$ cat src/rtl/rf_pkg.sv
// Shared types and helpers for the multiport integer register file.
package rf_pkg;

    typedef enum logic {RF_CLEAR, RF_RUN} rf_state_t;

    localparam int unsigned RF_XLEN_DEFAULT = 32;

    // Address width for a register file of n entries.
    function automatic int unsigned rf_aw(input int unsigned n);
        return $clog2(n);
    endfunction

endpackage

$ cat src/rtl/rf_clear_fsm.sv
// Post-reset clear engine: sweeps entries 1..NREGS-1 writing zero, one per cycle,
// so the storage array itself needs no reset and can map to block RAM.
module rf_clear_fsm
    import rf_pkg::*;
#(
    parameter int unsigned NREGS = 32,
    localparam int unsigned AW = rf_aw(NREGS)
) (
    input  logic          clk,
    input  logic          reset,
    output logic          busy,
    output logic          clr_we,
    output logic [AW-1:0] clr_addr
);

    localparam logic [AW-1:0] LastIdx = AW'(NREGS - 1);

    rf_state_t     state_q, state_d;
    logic [AW-1:0] clr_idx_q, clr_idx_d;
    logic          busy_q, busy_d;

    // Next-state: advance the sweep index, leave CLEAR after the last entry is written.
    always_comb begin
        state_d   = state_q;
        clr_idx_d = clr_idx_q;
        busy_d    = busy_q;
        if (state_q == RF_CLEAR) begin
            if (clr_idx_q == LastIdx) begin
                state_d = RF_RUN;
                busy_d  = 1'b0;
            end else begin
                clr_idx_d = clr_idx_q + AW'(1);
            end
        end
    end

    // State registers; reset restarts the sweep from entry 1 regardless of current state.
    always_ff @(posedge clk) begin
        if (reset) begin
            state_q   <= RF_CLEAR;
            clr_idx_q <= AW'(1);
            busy_q    <= 1'b1;
        end else begin
            state_q   <= state_d;
            clr_idx_q <= clr_idx_d;
            busy_q    <= busy_d;
        end
    end

    // Clear writes only happen on cycles where reset is released.
    always_comb begin
        busy     = busy_q;
        clr_we   = (state_q == RF_CLEAR) && !reset;
        clr_addr = clr_idx_q;
    end

endmodule

$ cat src/rtl/regfile_multiport.sv
// Parametrised RV32 integer register file: NREAD combinational read ports with optional
// write bypass, one write port, x0 hardwired to zero, and a registered debug read port.
module regfile_multiport
    import rf_pkg::*;
#(
    parameter int unsigned XLEN   = RF_XLEN_DEFAULT,
    parameter int unsigned NREGS  = 32,
    parameter int unsigned NREAD  = 2,
    parameter int unsigned BYPASS = 1,
    localparam int unsigned AW = rf_aw(NREGS)
) (
    input  logic                  clk,
    input  logic                  reset,
    input  logic [NREAD*AW-1:0]   rd_addr,
    output logic [NREAD*XLEN-1:0] rd_data,
    input  logic                  wr_en,
    input  logic [AW-1:0]         wr_addr,
    input  logic [XLEN-1:0]       wr_data,
    output logic                  busy,
    input  logic                  dbg_req,
    input  logic [AW-1:0]         dbg_addr,
    output logic                  dbg_valid,
    output logic [XLEN-1:0]       dbg_data
);

    // Entry 0 is never written; reads of address 0 are forced to zero instead.
    logic [XLEN-1:0] mem_q [NREGS];

    logic            clr_we;
    logic [AW-1:0]   clr_addr;
    logic            mem_we;
    logic [AW-1:0]   mem_waddr;
    logic [XLEN-1:0] mem_wdata;

    logic            dbg_valid_q, dbg_valid_d;
    logic [XLEN-1:0] dbg_data_q, dbg_data_d;

    rf_clear_fsm #(
        .NREGS (NREGS)
    ) u_clear_fsm (
        .clk      (clk),
        .reset    (reset),
        .busy     (busy),
        .clr_we   (clr_we),
        .clr_addr (clr_addr)
    );

    // Single memory write port: the clear engine owns it while busy, user writes otherwise.
    always_comb begin
        if (busy) begin
            mem_we    = clr_we;
            mem_waddr = clr_addr;
            mem_wdata = '0;
        end else begin
            mem_we    = wr_en && (wr_addr != '0);
            mem_waddr = wr_addr;
            mem_wdata = wr_data;
        end
    end

    // Storage array write; no reset so it can be inferred as RAM.
    always_ff @(posedge clk) begin
        if (mem_we) begin
            mem_q[mem_waddr] <= mem_wdata;
        end
    end

    // Read ports, each decoded independently.
    for (genvar p = 0; p < NREAD; p++) begin : g_rd
        logic [AW-1:0] addr;
        assign addr = rd_addr[p*AW +: AW];

        // Zero for x0 or during the sweep, else optional same-cycle forward, else stored value.
        always_comb begin
            if (addr == '0 || busy) begin
                rd_data[p*XLEN +: XLEN] = '0;
            end else if (BYPASS != 0 && wr_en && wr_addr == addr) begin
                rd_data[p*XLEN +: XLEN] = wr_data;
            end else begin
                rd_data[p*XLEN +: XLEN] = mem_q[addr];
            end
        end
    end

    // Debug next-state: read-first capture of the pre-write value; requests while busy dropped.
    always_comb begin
        dbg_valid_d = dbg_req && !busy;
        dbg_data_d  = dbg_data_q;
        if (dbg_valid_d) begin
            dbg_data_d = (dbg_addr == '0) ? '0 : mem_q[dbg_addr];
        end
    end

    // Debug output registers.
    always_ff @(posedge clk) begin
        if (reset) begin
            dbg_valid_q <= 1'b0;
            dbg_data_q  <= '0;
        end else begin
            dbg_valid_q <= dbg_valid_d;
            dbg_data_q  <= dbg_data_d;
        end
    end

    assign dbg_valid = dbg_valid_q;
    assign dbg_data  = dbg_data_q;

endmodule

$ cat config.mk
export PLATFORM = sky130hd
export DESIGN_NAME = regfile_multiport
export DESIGN_NICKNAME = d
export VERILOG_FILES = /design/src/rtl/rf_pkg.sv /design/src/rtl/rf_clear_fsm.sv /design/src/rtl/regfile_multiport.sv
export SDC_FILE = /design/constraint.sdc
export NUM_CORES = 2
export LEC_CHECK = 0
export BUFFER_PORTS_ARGS = -buffer_cell sky130_fd_sc_hd__buf_2
export CORE_ASPECT_RATIO = 1.2
export CORE_UTILIZATION = 29
export CTS_BUF_LIST = sky130_fd_sc_hd__clkbuf_16
export CTS_CLUSTER_SIZE = 20
export DETAILED_ROUTE_END_ITERATION = 12
export PLACE_DENSITY_LB_ADDON = 0.25
export SLEW_MARGIN = 20
export SYNTH_ARGS = -nofsm -noshare
export SYNTH_HDL_FRONTEND = slang
export SYNTH_SLANG_ARGS = --single-unit
$ cat constraint.sdc
create_clock -name clk -period 8.7 [get_ports clk]
set_clock_uncertainty 0.1 [all_clocks]
set_input_delay 0.87 -clock clk [delete_from_list [all_inputs] [get_ports clk]]
set_output_delay 0.87 -clock clk [all_outputs]
set_load 0.02 [all_outputs]
==> summary.md <==
| Metric | Value |
|---|---|
| Post-synthesis sequential area ratio | 0.552 |
| Pleak | 21.3 nW |
| Syn Area/Cell | approximately 18 um2 |
| Syn. warnings | 0 |
| Cell area power density | between 150 and 200 nW/um2 |
| HPWL Detailed | approximately 130000 um |
| Post-synthesis compound-gate area fraction | 0.0682 |
| Congestion Overflow GR | 0 |
| TritonCTS buffer count | roughly 120 |
| Sink Count | approximately 1100 |
| Placed Cells | 5825 |
| Worst-path clk slew | approximately 60 ps |
| Post-Syn Nets | between 3000 and 4000 |
| Synth cell count leaders | 1024 x edfxtp_1, 675 x mux4_2, 308 x mux2i_1 |
| Yosys cell types | 54 |
| Peak Freq | around 180 MHz |
| First-pass GRT wire length | roughly 320000 um |
| Area Growth Syn to Fin | 14.0% |
| Worst-path maximum fanout | 75 |
| Fin crit share | 0.635 |
| I/O Pins | 154 |
| Max VDD drop | 0.164 mV |
| Number of remaining DRC errors | 0 |
| Initial Util | 0.292 |
| Full die area | roughly 200000 um2 |
| Post-synthesis register bit count | approximately 1100 |
| Routed Antenna Nets | 0 |
| EDFF count, synth | approximately 1000 |
| Hold Path Cell Cnt | 2 |
| Worst setup margin | 3180 ps |
| RSZ-0062 raised after global routing | no |
| Count of input and output buffers | ~150 |
| Cells on worst reg2reg path | 5 |
| Row cnt | ~180 |
| Hold_ws | between 400 and 500 ps |
| Post-Syn Area | approximately 57000 um2 |
| DP Worst Slack | between 3000 and 4000 ps |
| Die W | slightly above 400 um |
| Post-DR vias/cell | between 6 and 7 |
| GRT Util Overall | 0.228 |
| Crit path cell chain | buf_8, buf_12, nor2b_4, buf_12, a221oi_1, a22oi_1, a21oi_1, a211o_1, buf_2 |
| Max Slew Vio Count | 0 |
| Top_reg_cell synth | edfxtp_1 |
| Crit path required time | approximately 7700 ps |
| FFs w/ async S/R, synth | 0 |
| Slew @ Worst Pin | 1180 ps |
| Hold-fix buffers, CTS | 0 |
| CP max-delay cell | nor2b_4 |
| Max Cap Viol | 0 |
| Setup Buffers After CTS | 0 |
| Post-Synth XOR/XNOR Area | 0.00199 |
| Count leader, synth | edfxtp_1 |
| Clock Path Buffers | 3 |
| HP Class | register to register |
| Synth Area in Adders | 0.000438 |
| Largest stage delay on the critical path | around 900 ps |
| Vias in the first global route | 37700 |
| Clock insertion delay at the later pin of the skew report | roughly 750 ps |
| Critical path startpoint category | input pin |
| Via count | 37947 |
| Most frequent cell on the critical path | buf_12 |
| Wire length per cell | 38.1 um |
| Core Region | ~200000 um2 |
| Post-CTS Resized | 0 |
| Max H-tree Level | 3 |
| Worst R2R Setup Slack | slightly below 5000 ps |
| Synth Area in Simple Gates | 0.0245 |
| Largest area contributor in the netlist | edfxtp_1 |
| Gate Count Post-Synth | around 3200 |
| Final Net Count | about 3400 |
| Fin cells | 6052 |
| Setup TNS | 0 ps |
| Critical Path AT | around 4600 ps |
| Max_slew headroom | 0.213 |
| Final Routed Wirelength | approximately 230000 um |
| TritonCTS clock tree | built |
| CP Class | input pin to output port |
| Crit. End Element | output port |
| Status | finished clean |
| Root Buffer | clkbuf_16 |
| 1st-pass router iterations | 5 |
| Initial antenna violation count | 15 |
| Routability cong. | 0.841 |
| Starting DRC count in detailed routing | around 5200 |
| Ratio of cells with drive above 1 in the final layout | 0.356 |
| Post-synthesis mux area share | 0.327 |
| Final setup viols | 0 |
| Largest family of logic cells by synthesized area | multiplexers |
| Synth top area share | 0.538 |
| Largest net degree at the start of global routing | between 90 and 100 |
| Fin crit period | between 5000 and 6000 ps |
| DIE HEIGHT | ~500 um |
| Final Hold Violating Endpoints | 0 |
| Synth area leaders | edfxtp_1 54%, mux4_2 27%, mux2i_1 5.4% |
routing by layer:
| layer | vias up | part of all wire | GRT usage |
|---|---|---|---|
| li1 | 14397 | - | - |
| met1 | 20605 | 0.39 | 0.315 |
| met2 | 2487 | 0.46 | 0.352 |
| met3 | 452 | 0.11 | 0.0510 |
| met4 | 6 | 0.039 | 0.0826 |
| met5 | - | 0.00017 | 0 |
per-stage QoR:
step | util | instance area (um2) | total power, W
detailed placement | 0.313 | 61300 | 0.00692
global placement | 0.313 | 61300 | 0.00692
floorplan | - | 57200 | 0.00647
global route | 0.333 | 65200 | 0.0121
finish | 0.333 | 65200 | 0.0118
CTS | 0.332 | 65100 | 0.0119
worst paths after layout:
path,startpoint,to
worst max-delay path,rd_addr[6],rd_data[34]
worst min-delay path,dbg_data[9],dbg_data[9]
worst max register to register,u_clear_fsm.busy,mem_q[29][31]
worst min register to register,dbg_data[9],dbg_data[9]
power breakdown:
part / internal [W] / switching (W) / total, W
clock: 0.00286 / 0.00215 / 0.00500
sequential: 0.00558 / 0.0000279 / 0.00561
combinational: 0.000481 / 0.000731 / 0.00121
sequential cells by signal (all words and copies together), names as in the netlist:
| register | flops |
|---|---|
| dbg_data | 32 |
| dbg_valid | 1 |
| mem_q | 1024 |
| u_clear_fsm.busy | 1 |
| u_clear_fsm.clr_addr | 5 |
| u_clear_fsm.state_q | 1 |
cell families after synthesis:
kind of cell	after synthesis
flip-flops	1064
multiplexers	1019
AO/OA/AOI/OAI	546
buffers and inverters	314
AND/OR/NAND/NOR	286
XOR/XNOR	13
adder cells (fa/ha/maj)	2
cell usage in the layout, fill, tap and decap left out, drive strengths merged, types with 29 or more instances in the layout:
cell / synthesis / final
a22oi: 44 / 44
clkbuf: 164 / 124
a221oi: 100 / 100
clkinv: 0 / 52
mux4: 675 / 675
edfxtp: 1024 / 1024
mux2i: 308 / 308
a21oi: 103 / 103
dfxtp: 40 / 40
mux2: 36 / 36
inv: 7 / 37
o22ai: 87 / 87
buf: 143 / 278
o221ai: 29 / 29
nor2b: 34 / 34
nand2: 48 / 48
nor2: 110 / 110
o21ai: 56 / 56
a211o: 37 / 37
layout make-up:
type / count / area (um2)
inverters: 7 / 28.8
fillers: 18819 / 131000
diodes: 4 / 10.0
repair buffers: 279 / 1920
clock inverters: 99 / 728
clock buffers: 123 / 3080
flip-flops and latches: 1064 / 31600
well taps: 2610 / 3270
multi-input cells: 1866 / 24600
critical path: cells and delay by family:
| kind | cells | cell delay (ps) |
|---|---|---|
| and+or+nand+nor | 1 | 900 |
| buffers and inverters | 4 | 1450 |
| AOI/OAI and AO/OA | 4 | 1000 |
Note: power is estimated with default switching activity, not from simulation.
